==> src/rtl/reg_file_32x32.sv <==
// 32-entry integer register file: two combinational read ports with same-cycle
// write forwarding, one synchronous write port, optional hardwired-zero r0.
module reg_file_32x32 #(
  parameter int DATA_W  = 32,
  parameter bit ZERO_R0 = 1'b1
) (
  input  logic              Clk,
  input  logic              Reset,
  input  logic              RegWrite,
  input  logic [4:0]        WriteAddr,
  input  logic [DATA_W-1:0] WriteData,
  input  logic [4:0]        ReadAddr0,
  input  logic [4:0]        ReadAddr1,
  output logic [DATA_W-1:0] ReadData0,
  output logic [DATA_W-1:0] ReadData1,
  output logic [31:0]       WriteEn
);

  logic [DATA_W-1:0] regs [32];
  logic              wr_fwd;
  logic              byp0;
  logic              byp1;

  // Selects the value seen on a read port: hardwired zero, forwarded write
  // data, or the stored word, in that priority order.
  function automatic logic [DATA_W-1:0] read_port(
    input logic [4:0]        addr,
    input logic              hit,
    input logic [DATA_W-1:0] wdata,
    input logic [DATA_W-1:0] stored
  );
    logic [DATA_W-1:0] res;
    if (ZERO_R0 && (addr == 5'd0))
      res = '0;
    else if (hit)
      res = wdata;
    else
      res = stored;
    return res;
  endfunction

  always_comb begin
    WriteEn = '0;
    for (int i = 0; i < 32; i++)
      WriteEn[i] = RegWrite && (WriteAddr == 5'(i));
    if (ZERO_R0)
      WriteEn[0] = 1'b0;
  end

  // Forwarding is only legal when the write will actually land this edge.
  always_comb begin
    wr_fwd = RegWrite && !Reset && !(ZERO_R0 && (WriteAddr == 5'd0));
    byp0   = wr_fwd && (ReadAddr0 == WriteAddr);
    byp1   = wr_fwd && (ReadAddr1 == WriteAddr);
  end

  // Storage: reset clears every word so no X ever reaches the read muxes.
  always_ff @(posedge Clk) begin
    for (int i = 0; i < 32; i++) begin
      if (Reset)
        regs[i] <= '0;
      else if (WriteEn[i])
        regs[i] <= WriteData;
    end
  end

  always_comb begin
    ReadData0 = read_port(ReadAddr0, byp0, WriteData, regs[ReadAddr0]);
    ReadData1 = read_port(ReadAddr1, byp1, WriteData, regs[ReadAddr1]);
  end

endmodule

==> config.mk <==
export PLATFORM = sky130hd
export DESIGN_NAME = reg_file_32x32
export DESIGN_NICKNAME = d
export VERILOG_FILES = /design/src/rtl/reg_file_32x32.sv
export SDC_FILE = /design/constraint.sdc
export NUM_CORES = 2
export LEC_CHECK = 0
export CAP_MARGIN = 20
export CORE_MARGIN = 2
export CORE_UTILIZATION = 30
export DETAILED_ROUTE_END_ITERATION = 16
export GPL_TIMING_DRIVEN = 0
export PLACE_DENSITY = 0.57
export SLEW_MARGIN = 20
export SYNTH_ARGS = -nofsm -noshare
export SYNTH_HDL_FRONTEND = slang
export SYNTH_SLANG_ARGS = --single-unit
export TNS_END_PERCENT = 5
==> constraint.sdc <==
create_clock -name Clk -period 2.98 [get_ports Clk]
set_clock_uncertainty 0.2 [all_clocks]
set_input_delay 0.745 -clock Clk [delete_from_list [all_inputs] [get_ports Clk]]
set_output_delay 0.745 -clock Clk [all_outputs]
set_load 0.05 [all_outputs]
# Yosys cells after proc, flatten, opt, wreduce, memory -nomap -nowiden

Memories as Yosys holds them, arrays and structs flattened.
Cells that the tools add are included.

Reduce and logical (&&, ||, !) cells: 40
Equal/unequal tests: 33
Muxes and demuxes: 130
Order comparisons: 0
$add $sub $neg: 0
Bitwise operators: 31
Multiply operators: 0
Shift-type cells: 0
Div/mod/pow operators: 0

Operators with widths:

| operator                                                         | number |
|---|---|
| 32-bit two-way mux                                               | 35 |
| 1-bit two-way mux                                                | 95 |
| 5-bit == test (second input constant)                            | 16 |
| 5-bit by 4-bit == test with 1-bit output (second input constant) | 8 |
| 1-bit logical AND                                                | 35 |
| 1-bit bitwise OR                                                 | 31 |
| 5-bit by 3-bit == test with 1-bit output (second input constant) | 4 |
| 5-bit logical NOT                                                | 3 |
| 5-bit by 2-bit == test with 1-bit output (second input constant) | 2 |
| 5-bit == test                                                    | 2 |
| 5-bit by 1-bit == test with 1-bit output (second input constant) | 1 |
| 1-bit logical NOT                                                | 2 |

Input port bits: 50
Memory bits (read-only): 0
Flip-flop bits (word level): 0
Memories: 1
RAM bits: 1024
Bits in latches: 0
Output and inout port bits: 96
Logic and storage cells: 235

Memories:

| memory | depth | width | read ports | clocked after Yosys merged registers in | write ports | RTL line | text |
|---|---|---|---|---|---|---|---|
| regs   | 32    | 32    | 2          | 0                                       | 32          | 19       | `logic [DATA_W-1:0] regs [32];` |

# Depth between registers and ports, before layout

Word-level depth: 6
Gate-level depth with buffers: 9
Depth with buffers taken out: 5

# Least setup slack after synthesis

OpenSTA, ideal clock, no wires.

Path type: input to output
Start: input ReadAddr1[1]
End: output ReadData1[20]
Buffers on the path: 4
Data arrival time: 3.067 ns
Data required time: 2.035 ns
Setup slack: -1.032 ns
Stages: 8
Cell sequence: buf_2 -> buf_2 -> buf_2 -> clkbuf_1 -> a22oi_1 -> a221oi_1 -> o21ai_0 -> o21ai_0

Word-level cells in the longest chain between the ends: 4

Ends and longest elaborated chain:

| what                                                       | RTL line | text |
|---|---|---|
| from (decl)                                                | 13       | `input logic [4:0] ReadAddr1,` |
| branches (longest 3 deep; another with memory 32 x 32 bit) | -        |  |
| 32-bit two-way mux *                                       | 33       | `if (ZERO_R0 && (addr == 5'd0))` |
| to (decl)                                                  | 15       | `output logic [DATA_W-1:0] ReadData1,` |

Every way passes the cells marked *.

# Worst setup path in the final report

Start: input ReadAddr1[0]
End: output ReadData1[3]

Same word-level chain as after synthesis.

==> key figures <==
Run status
  • Status: complete, but fails checks
  • Failing checks: negative setup slack

Critical path
  • Crit Path Class: primary input to output pin
  • Setup crit end kind: output pin
  • WP data required: 2040 ps
  • Startpoint types: primary input
  • Crit path max fanout: 10
  • Arr. time, crit path: 2790 ps

CTS
  • Root Driver: clkbuf_16
  • CTS tree: yes
  • Max clock buf depth: 3
  • Hold bufs inserted after CTS: 0
  • CTS Buf Count: 112
  • Clk slew on worst S/H paths: 60 ps
  • CTS H-Tree Depth: 3
  • Clk sinks: 992

Synthesis
  • Count of state elements after synthesis: 992
  • Largest family of logic cells by synthesized area: multiplexers
  • Avg Cell Area, Syn: 14.26 um^2
  • Netlist cell types: 39
  • XOR/XNOR Fraction of Synth Area: 0.1642%
  • Synth cell count leaders: edfxtp_1 (992), and2_1 (966), mux4_2 (438)
  • Most frequent cell after synthesis: edfxtp_1
  • Async set or reset register ratio after synthesis: 0%
  • Synth top area cells: edfxtp_1 (56%), mux4_2 (18%), and2_1 (11%), clkbuf_1 (2.0%), mux2_2 (1.4%)
  • Yosys top cell area share: 55.85%
  • Number of enable flip-flop cells after synthesis: 992
  • Main flop type after synthesis: edfxtp_1
  • Leading area contributor after synthesis: edfxtp_1
  • Post-synthesis adder-cell area fraction: 0%
  • Mux contribution to synthesized area: 20.28%
  • Syn_nets: 3,789
  • Synthesized area: 0.05333 mm^2
  • Compound-gate portion of the synthesized area: 5.581%
  • Register area share after synthesis: 55.85%
  • Gate count after technology mapping: 3,739
  • Synth Area in Simple Gates: 14.46%
  • Synth Warn #: 0

Detailed routing
  • DR iter-0 viols: 6,182
  • Vias per cell: 5.954
  • 1st-pass router iterations: 5
  • DRC: 0
  • Final WL: 242,900 um
  • Post-DRT Antenna Nets: 0
  • Wire per inst: 37.22 um
  • Vias: 38.86k

Pwr
  • VDD IR max: 467.9 uV
  • PwrDens: 545.0 mW/mm^2
  • P_leak: 0.02295 uW

STA
  • Max Slew Vio Count: 0
  • Hold Fails Final Rpt: 0
  • Worst Hold Slack: 501.3 ps
  • Fmax: 0.2681 GHz
  • Endpoints failing setup: 1,199
  • Unrepaired setup endpoints after global routing: yes
  • Setup slack after layout: -750.3 ps
  • Period utilization: 125.2%
  • Slew @ Worst Pin: 1334 ps
  • Worst rel slew slack: 10.71%
  • Post-layout min period: 3730 ps

Cells and area
  • Nets@finish: 4,146
  • Biggest register: regs
  • Top Registers: regs: 992 flops
  • Register area: 0.02979 mm^2
  • Multi-input logic area: 0.02384 mm^2
  • Finished Layout Cells: 6,526
  • Max reg flops: 992
  • Fillers: 16.52k
  • Area Growth Syn to Fin: 26.38%
  • Layout cell share with drive strength beyond 1: 33.24%

Floorplan
  • DIE AREA: 0.1812 mm^2
  • Core ar.: 0.1763 mm^2
  • Std cell rows: 154
  • Die height: 425.6 um
  • Initial Util: 30.25%
  • Die width: 425.6 um
  • Number of top-level pins: 146

Global route
  • Gr usage total: 26.07%
  • Congestion Overflow GR: 0
  • Initial antenna violation count: 17
  • Vias in the first global route: 37.43k
  • Largest net degree at the start of global routing: 33
  • First-pass GRT wire length: 319,600 um

Place
  • Hpwl dp: 166,500 um
  • Placed cells: 6,233
  • IO Port Bufs: 137
  • Gpl congestion: 1.044

Hold path
  • HP Class: primary input to flip-flop
  • Hold path depth: 3
  • HP Start: WriteAddr[4]
  • Worst hold endpoint: regs[16][30]$_SDFFCE_PN0P_

Job
  • MaxCap Viol Count: 0
worst max-delay path: stages:
cell     delay [ps]
buf_16          120
buf_12          220
buf_16          220
mux4_2          590
a22oi_1         220
nand3_1         210
o21ai_2         150
o21ai_4          80
buf_4           190
through the flow:
step                      util (%)  setup TNS, ps  total power, uW  setup WS (ps)  area (um^2)
after global routing         38.22        -385460            37310         -739.8        67390
final                        38.23        -440690            36740         -750.3        67400
after global placement       33.42       -3060320            22170          -3676        58920
after detailed placement     33.72       -2247220            22300          -3406        59450
after floorplan                  -        -168390            19990         -330.8        54620
after CTS                    37.47        -219800            36250         -722.7        66050
per-layer routing:
layer	global-route usage (%)	vias up	routed length (um)
met4	15.73	14	18070
li1	-	15088	-
met1	32.28	20127	87390
met2	40.85	2894	110900
met5	0	-	119
met3	6.806	733	26430
power breakdown:
group / internal, uW / switching (uW)
Clock: 7500 / 6290
Combinational: 2600 / 3820
Sequential: 16100 / 385
Total: 26200 / 10500
cells in the final DEF, fill, tap and decap left out, types with 21 or more instances in the layout:
cell / count
mux2i_1: 21
nor4_1: 21
clkbuf_4: 26
a221oi_1: 37
mux2_2: 66
a221oi_2: 30
clkbuf_8: 40
nor3_1: 30
buf_8: 28
clkbuf_16: 138
buf_16: 33
o21ai_2: 25
a22oi_1: 75
o22ai_1: 26
nand2_1: 76
clkdlybuf4s50_1: 32
o21ai_4: 29
a31oi_4: 27
nand3_1: 24
inv_1: 41
clkbuf_1: 209
o211ai_1: 31
buf_6: 100
nor2_1: 105
edfxtp_1: 992
and2_1: 966
clkinv_1: 23
buf_12: 71
buf_4: 66
o22ai_2: 38
o22a_1: 27
o22ai_4: 26
mux4_2: 438
nor2_2: 21
worst max-delay path by stage:
stage                 start  depth (start not counted)            end  slack (ps)
2_1_floorplan  ReadAddr0[0]                          8  ReadData0[10]        -330
3_5_place_dp   ReadAddr0[2]                         10  ReadData0[19]       -3410
6_report       ReadAddr1[0]                          9   ReadData1[3]        -750
4_1_cts        ReadAddr1[0]                          9  ReadData1[30]        -720
3_3_place_gp   ReadAddr0[2]                          9  ReadData0[19]       -3680
5_1_grt        ReadAddr1[0]                          9  ReadData1[30]        -740
final cells by class:
| type | instances | area share [%] |
|---|---|---|
| Timing Repair Buffer | 246 | 4.656 |
| Tap cell | 2340 | 4.344 |
| Sequential cell | 992 | 44.19 |
| Clock inverter | 64 | 0.8947 |
| Antenna cell | 7 | 0.02599 |
| Inverter | 41 | 0.2283 |
| Buffer | 415 | 6.020 |
| Clock buffer | 133 | 4.275 |
| Multi-Input combinational cell | 2288 | 35.36 |
cell families after synthesis:
logic type,after synthesis
AOI/OAI and AO/OA,422
and+or+nand+nor,1330
DFF,992
xor gates and xnor gates,10
buffers and inverters,459
muxes,525
other,1
what timing repair did:
| item | in CTS | in global routing |
|---|---|---|
| pin swaps | 65 | 72 |
| gates cloned | 10 | 14 |
| resized for setup | 1201 | 160 |
| setup endpoints to repair | 1655 | 1095 |
| buffers inserted | 34 | 35 |
(Power assumes the default switching activity.)
